File: src/rtl/alu_issue_stage.sv
// Two-stage issue/capture front-end around an external 74181-style ALU for the DLX integer datapath.
// Optional overflow trap is enabled by defining ALU_OVF_TRAP_EN.
`timescale 1ns/1ps
module alu_issue_stage #(
  parameter int N     = 32,
  parameter int TAG_W = 5
) (
  input  logic             clk,
  input  logic             reset_n,
  input  logic             in_valid,
  output logic             in_ready,
  input  logic [3:0]       in_op,
  input  logic [N-1:0]     in_a,
  input  logic [N-1:0]     in_b,
  input  logic [TAG_W-1:0] in_tag,
  output logic [N-1:0]     alu_a,
  output logic [N-1:0]     alu_b,
  output logic [3:0]       alu_s,
  output logic             alu_m,
  output logic             alu_cin,
  input  logic [N-1:0]     alu_out,
  input  logic             alu_cout,
  input  logic             alu_ovf,
  output logic             out_valid,
  input  logic             out_ready,
  output logic [N-1:0]     out_data,
  output logic [TAG_W-1:0] out_tag,
  output logic             out_ovf,
  output logic             trap,
  input  logic             trap_clr
);

  localparam logic [3:0] OP_ADD = 4'd0, OP_ADDU = 4'd1, OP_SUB = 4'd2, OP_SUBU = 4'd3,
                         OP_AND = 4'd4, OP_OR = 4'd5, OP_XOR = 4'd6, OP_PASSB = 4'd7,
                         OP_SEQ = 4'd8, OP_SNE = 4'd9, OP_SLT = 4'd10, OP_SGT = 4'd11,
                         OP_SLE = 4'd12, OP_SGE = 4'd13, OP_SLTU = 4'd14, OP_SGEU = 4'd15;

  logic             vld_p1;
  logic [3:0]       op_p1;
  logic [TAG_W-1:0] tag_p1;
  logic             s2_take;
  logic             accept;
  logic             trap_set;
  logic             ovf_op;
  logic [N-1:0]     res_p1;

  // {s, m, cin}; everything not listed is an a-b subtract (SUB/SUBU and compares)
  function automatic logic [5:0] ctrl_of(input logic [3:0] op);
    case (op)
      OP_ADD, OP_ADDU: ctrl_of = {4'd9, 1'b1, 1'b0};
      OP_AND:          ctrl_of = {4'd14, 1'b0, 1'b0};
      OP_OR:           ctrl_of = {4'd11, 1'b0, 1'b0};
      OP_XOR:          ctrl_of = {4'd9, 1'b0, 1'b0};
      OP_PASSB:        ctrl_of = {4'd10, 1'b0, 1'b0};
      default:         ctrl_of = {4'd6, 1'b1, 1'b1};
    endcase
  endfunction

  function automatic logic [N-1:0] result_of(input logic [3:0] op, input logic [N-1:0] r,
                                             input logic cout, input logic ovf,
                                             input logic b_nz);
    logic z, lt, ltu, bit0;
    z    = (r == '0);
    lt   = r[N-1] ^ ovf;
    // the ALU reports cout=0 for a b=0 subtract, which is not a borrow
    ltu  = ~cout & b_nz;
    bit0 = 1'b0;
    case (op)
      OP_SEQ:  bit0 = z;
      OP_SNE:  bit0 = ~z;
      OP_SLT:  bit0 = lt;
      OP_SGE:  bit0 = ~lt;
      OP_SGT:  bit0 = ~lt & ~z;
      OP_SLE:  bit0 = lt | z;
      OP_SLTU: bit0 = ltu;
      OP_SGEU: bit0 = ~ltu;
      default: bit0 = 1'b0;
    endcase
    result_of = op[3] ? {{(N-1){1'b0}}, bit0} : r;
  endfunction

  assign ovf_op   = vld_p1 & ((op_p1 == OP_ADD) | (op_p1 == OP_SUB));
  assign res_p1   = result_of(op_p1, alu_out, alu_cout, alu_ovf, alu_b != '0);
  assign s2_take  = vld_p1 & (~out_valid | out_ready);
  assign in_ready = (~vld_p1 | s2_take) & ~trap;
  assign accept   = in_valid & in_ready;

`ifdef ALU_OVF_TRAP_EN
  assign trap_set = s2_take & ovf_op & alu_ovf;

  always_ff @(posedge clk) begin
    if (!reset_n)      trap <= 1'b0;
    else if (trap_set) trap <= 1'b1;
    else if (trap_clr) trap <= 1'b0;
  end
`else
  logic unused_trap_clr;
  assign unused_trap_clr = trap_clr;
  assign trap_set        = 1'b0;
  assign trap            = 1'b0;
`endif

  // Stage 1: operands and ALU control
  always_ff @(posedge clk) begin
    if (!reset_n) begin
      vld_p1  <= 1'b0;
      op_p1   <= '0;
      tag_p1  <= '0;
      alu_a   <= '0;
      alu_b   <= '0;
      alu_s   <= '0;
      alu_m   <= 1'b0;
      alu_cin <= 1'b0;
    end else begin
      if (accept) begin
        op_p1                  <= in_op;
        tag_p1                 <= in_tag;
        alu_a                  <= in_a;
        alu_b                  <= in_b;
        {alu_s, alu_m, alu_cin} <= ctrl_of(in_op);
      end
      if (trap_set)     vld_p1 <= 1'b0;
      else if (accept)  vld_p1 <= 1'b1;
      else if (s2_take) vld_p1 <= 1'b0;
    end
  end

  // Stage 2: captured result toward writeback
  always_ff @(posedge clk) begin
    if (!reset_n) begin
      out_valid <= 1'b0;
      out_data  <= '0;
      out_tag   <= '0;
      out_ovf   <= 1'b0;
    end else if (s2_take) begin
      out_valid <= ~trap_set;
      out_data  <= res_p1;
      out_tag   <= tag_p1;
      out_ovf   <= ovf_op & alu_ovf;
    end else if (out_ready) begin
      out_valid <= 1'b0;
    end
  end

endmodule

File: config.mk
export PLATFORM = sky130hd
export DESIGN_NAME = alu_issue_stage
export DESIGN_NICKNAME = d
export VERILOG_FILES = /design/src/rtl/alu_issue_stage.sv
export SDC_FILE = /design/constraint.sdc
export NUM_CORES = 1
export LEC_CHECK = 0
export BUFFER_PORTS_ARGS = -buffer_cell sky130_fd_sc_hd__clkbuf_2
export CAP_MARGIN = 20
export CORE_MARGIN = 5
export CORE_UTILIZATION = 51
export CTS_BUF_LIST = sky130_fd_sc_hd__clkbuf_8
export DETAILED_ROUTE_END_ITERATION = 8
export PLACE_DENSITY = 0.88
export SYNTH_ARGS = -nofsm -noshare
export SYNTH_HDL_FRONTEND = slang
export SYNTH_SLANG_ARGS = --single-unit
File: constraint.sdc
create_clock -name clk -period 2.82 [get_ports clk]
set_input_delay 0.564 -clock clk [delete_from_list [all_inputs] [get_ports clk]]
set_output_delay 0.564 -clock clk [all_outputs]
set_load 0.03 [all_outputs]
Word level (Yosys, flattened, before mapping)
Index checks and enable logic that the tools add are counted.
W data, S select, Z words.
Word-level totals
  latch bits: 0
  bits in read-only memories: 0
  output and inout bits: 111
  word-level logic and storage cells: 57
  memories kept: 0
  register bits after elaboration: 119
  input port bits: 112
  bits in writable memories: 0
Cells by class
  add/sub/neg operators: 0
  equality and inequality tests: 14
  multiplexer cells: 7
  shift operators: 0
  multiply operators: 0
  reduce and logical (&&, ||, !) cells: 7
  bitwise gates (word level): 17
  divide/modulo/power cells: 0
  magnitude comparators: 0
Operators by type and width (number)
  $eq A4 B4 Y1 const B: 8
  $logic_not A32 Y1: 1
  $mux W32: 1
  $reduce_bool A32 Y1: 1
  $pmux W6 S5: 1
  $eq A4 B3 Y1 const B: 4
  $logic_not A4 Y1: 2
  $pmux W1 S8: 1
  $and A1 B1 Y1: 6
  $not A1 Y1: 6
  $eq A4 B1 Y1 const B: 1
  $eq A4 B2 Y1 const B: 1
  $mux W1: 4
  $or A1 B1 Y1: 4
  $reduce_bool A2 Y1: 2
  $reduce_or A2 Y1: 1
  $xor A1 B1 Y1: 1

Depth between registers and ports, before layout
  depth in word-level cells: 6
  gate-level depth with buffers: 7
  gate-level depth less buffers: 5

Worst setup path before layout
No wires, ideal clock.
  path kind: reg-to-reg
  start point: register out_valid
  end point: register alu_s[2]
  stages on the path, launching flop included: 7
  slack: 1.034 ns
  arrival time: 1.667 ns
  path buffers: 2
  cells stage by stage: dfxtp_1 > nor2b_4 > nand2_1 > and2_1 > buf_2 > buf_6 > o221a_1
On the way
  longest elaborated chain between the ends: 5
RTL lines
  from (decl): line 24  | output logic out_valid,
  from (signal assigned): line 136  | out_valid <= ~trap_set;
  $not A1 Y1: line 84  | assign s2_take = vld_p1 & (~out_valid | out_ready);
  $or A1 B1 Y1: line 84
  $and A1 B1 Y1: line 84
  $or A1 B1 Y1: line 85  | assign in_ready = (~vld_p1 | s2_take) & ~trap;
  net in_ready: line 11  | output logic in_ready,
  $and A1 B1 Y1: line 86  | assign accept = in_valid & in_ready;
  to (signal assigned): line 120  | {alu_s, alu_m, alu_cin} <= ctrl_of(in_op);
  to (decl): line 18  | output logic [3:0] alu_s,
The timed path passes the listed nets, and every way through them passes these cells.
A chain may end at the register's enable or synchronous reset.

Worst setup path after layout
  start point: register out_valid
  end point: output in_ready
On the way
  longest elaborated chain between the ends: 4
RTL lines (line)
  $not A1 Y1: 84
  $or A1 B1 Y1: 84
  $and A1 B1 Y1: 84
  $or A1 B1 Y1: 85
  to (decl): 11
No other way between the ends.

==> PnR_summary.wiki <==
{| class="wikitable"
! Metric !! Value
|-
| Width of the die || between 100 and 150 um
|-
| Distinct cell type count of the synthesized netlist || 36
|-
| CTS tree || done
|-
| Share of cells above drive strength 1 || 34.02%
|-
| Master cell of the clock root buffer || clkbuf_8
|-
| Uppermost signal routing layer after detailed routing || met4
|-
| Clock Sinks || approximately 120
|-
| Number of placed I/O pins || ~220
|-
| Instance count of the mapped netlist || 562
|-
| Synth Warn # || 0
|-
| Post-layout instance area || about 6100 um^2
|-
| Global-route wire length before repair || approximately 21,000 um
|-
| Number of buffers inserted by post-CTS setup repair || 0
|-
| Placed cells || roughly 860
|-
| Async set-or-reset flop fraction in the synthesized netlist || 0%
|-
| Aggregate routed wire length || between 10,000 and 15,000 um
|-
| Total via count after detailed routing || 4,644
|-
| GR Overflow Total || 0
|-
| Count of flip-flops with a built-in enable after synthesis || 0
|-
| Number of pins with negative max-slew slack in the final report || 0
|-
| Setup repair after global routing missed its margin || no
|-
| Initial antenna violation count || 0
|-
| Gr usage total || 23.82%
|-
| CP required || around 2300 ps
|-
| Fill cell count || around 710
|-
| Post-Route Setup TNS || 0 ps
|-
| Top library cells by usage in the layout, fill and taps aside || clkbuf_2, nand2_1, dfxtp_1
|-
| Flip-flop and latch count after synthesis || 119
|-
| Portion of synthesized cell area occupied by the leading cell type || between 50% and 60%
|-
| Shortest period the worst path allows || between 1500 and 2000 ps
|-
| Post-CTS Hold Buffers || 0
|-
| Clock buffers created by TritonCTS || 17
|-
| Core region area || approximately 8700 um^2
|-
| Mapped Avg Cell Area || between 8 and 9 um^2
|-
| Detailed-routed wire length on met2 || ~6600 um
|-
| Number of failing setup endpoints in the final timing report || 0
|-
| Largest net degree at the start of global routing || 76
|-
| Via density per instance || 5.236
|-
| Total length of routed met3 wires || between 1000 and 1500 um
|-
| Maximum clock frequency || 551.4 MHz
|-
| Number of detailed-routing iterations run before antenna repair || 8
|-
| Portion of the post-synthesis area used by sequential elements || a little over half
|-
| Worst setup EP type || output port
|-
| Lkg Pwr || approximately 2.7 nW
|-
| Arrival time of data at the critical path endpoint || about 1300 ps
|-
| Vertical extent of the die || roughly 100 um
|-
| Outcome || finished clean
|-
| Kind of launch point of the worst setup path || flop
|-
| Row cnt || 34
|-
| Min-Delay Path Depth || 3
|-
| Total DRC errors in the routed layout || 0
|-
| Fin util || a little over two thirds
|-
| Number of global-route vias before repair || ~4,500
|-
| Prevailing post-synth register cell || dfxtp_1
|-
| Final Hold Viols || 0
|-
| Max Buffers Root-to-Sink || 2
|-
| Nets || around 900
|-
| Largest clock skew in the final design || around 12 ps
|-
| Later-pin clock latency in the skew report || between 400 and 500 ps
|-
| Starting utilization of the core area || between 50% and 60%
|-
| Share of the cycle needed by the critical path after routing || between 60% and 70%
|-
| Most frequent standard cell in the layout excluding fill and tap cells || clkbuf_2
|-
| Tightest slew margin relative to the limit || a little over three fifths
|-
| Mapped cell area || around 4500 um^2
|-
| Biggest area consumer among synthesized cells || dfxtp_1
|-
| Detailed-placement wirelength estimate || 9653 um
|-
| Worst reg2reg path depth || 5
|-
| Critical path type || flop to output port
|-
| Total die area || 10,870 um^2
|-
| Post-placement cell area || ~5600 um^2
|-
| Placer's final routability congestion estimate || slightly below 0.8
|-
| Post-route antenna net violation count || 0
|-
| Area overhead of the layout relative to synthesis || 33.71%
|-
| Synth area leaders || dfxtp_1, nand2_1, a21oi_1, nand3b_1, nor4_1
|-
| Non-filler cells in the finished layout || 887
|-
| Worst Tran Pin Value || around 550 ps
|-
| Routed length per placed instance || 14.96 um
|-
| Largest voltage drop on the vdd net || between 0.4 and 0.5 mV
|-
| Max-capacitance violation count || 0
|-
| HP Class || input pin to flop
|-
| Post-synthesis net count || approximately 670
|-
| CTS-repair resized insts || 0
|-
| Highest net fanout along the worst path || 5
|-
| Starting DRT DRC Count || approximately 220
|-
| Antenna Diode Count || 0
|-
| CTS H-Tree Depth || 4
|-
| Clock-pin transition on the worst setup and hold timing paths || 80 ps
|-
| Detailed-routing wirelength on met1 || ~5100 um
|-
| Power per standard cell area || 660.2 nW/um^2
|-
| Port-buffer cells || 220
|}
## final cells by class
| cell class | instances | area [um^2] | area share, % |
|---|---|---|---|
| multi-input cells | 398 | 1934 | 31.92 |
| clock inverters | 15 | 178.9 | 2.953 |
| repair buffers | 228 | 1186 | 19.57 |
| well taps | 108 | 135.1 | 2.230 |
| clock buffers | 17 | 234.0 | 3.861 |
| flip-flops and latches | 119 | 2382 | 39.31 |
| inverters | 2 | 8.758 | 0.1445 |
## metal layers
layer	GRT usage [%]	vias to the layer above
met5	0	-
met4	9.066	0
met3	11.05	16
met2	40.00	193
met1	26.09	2138
li1	-	2297
## cell usage after synthesis, types with 3 or more instances
cell / number
nor4_1: 16
nand3b_1: 31
nand2b_1: 3
clkbuf_1: 19
dfxtp_1: 119
nand4_1: 5
buf_4: 7
buf_2: 15
nor2_1: 8
nand2_1: 194
a21oi_1: 113
a31oi_1: 3
## path summary, 6_finish.rpt
check,startpoint,to,slack (ps)
max reg2reg,alu_b[29],out_data[0],1090
min,in_a[30],alu_a[30],360
max,out_valid,in_ready,1010
min reg2reg,tag_p1[0],out_tag[0],450
## state kept, by name (all words and copies together) (netlist names)
register,flops
alu_cin,1
out_data,32
alu_m,1
out_valid,1
vld_p1,1
alu_s,4
tag_p1,5
out_ovf,1
out_tag,5
op_p1,4
alu_a,32
alu_b,32
## critical path: stages (launching register included)
cell and delay, ps:
dfxtp_1 340, nor2b_4 190, nand2_1 110, clkbuf_2 200
## report_power, final
group          switching (W)  internal (W)
Sequential         0.0000577       0.00177
Combinational       0.000393      0.000199
Clock               0.000703      0.000878
Total                0.00115       0.00285
## kinds of logic (layout without fill, tap and decap cells)
kind of cell / after synthesis / after routing / share of synthesized area (%)
AO/OA/AOI/OAI: 122 / 122 / 14.08
AND/OR/NAND/NOR: 269 / 269 / 27.11
buffers and inverters: 45 / 262 / 4.887
multiplexers: 3 / 3 / 0.6902
XOR/XNOR: 3 / 3 / 0.5799
flip-flops: 119 / 119 / 52.57
other: 1 / 1 / 0.08275
## per-stage QoR
step / power (W) / worst slack (ps) / hold slack [ps]
2_1_floorplan: 0.002235 / 1034 / 432.1
3_3_place_gp: 0.002439 / 1004 / 437.5
3_5_place_dp: 0.002459 / 897.2 / 443.4
4_1_cts: 0.004046 / 960.2 / 320.8
5_1_grt: 0.004187 / 926.1 / 326.0
6_report: 0.004000 / 1006 / 360.6
No activity file was read; power rests on OpenSTA's default activity.
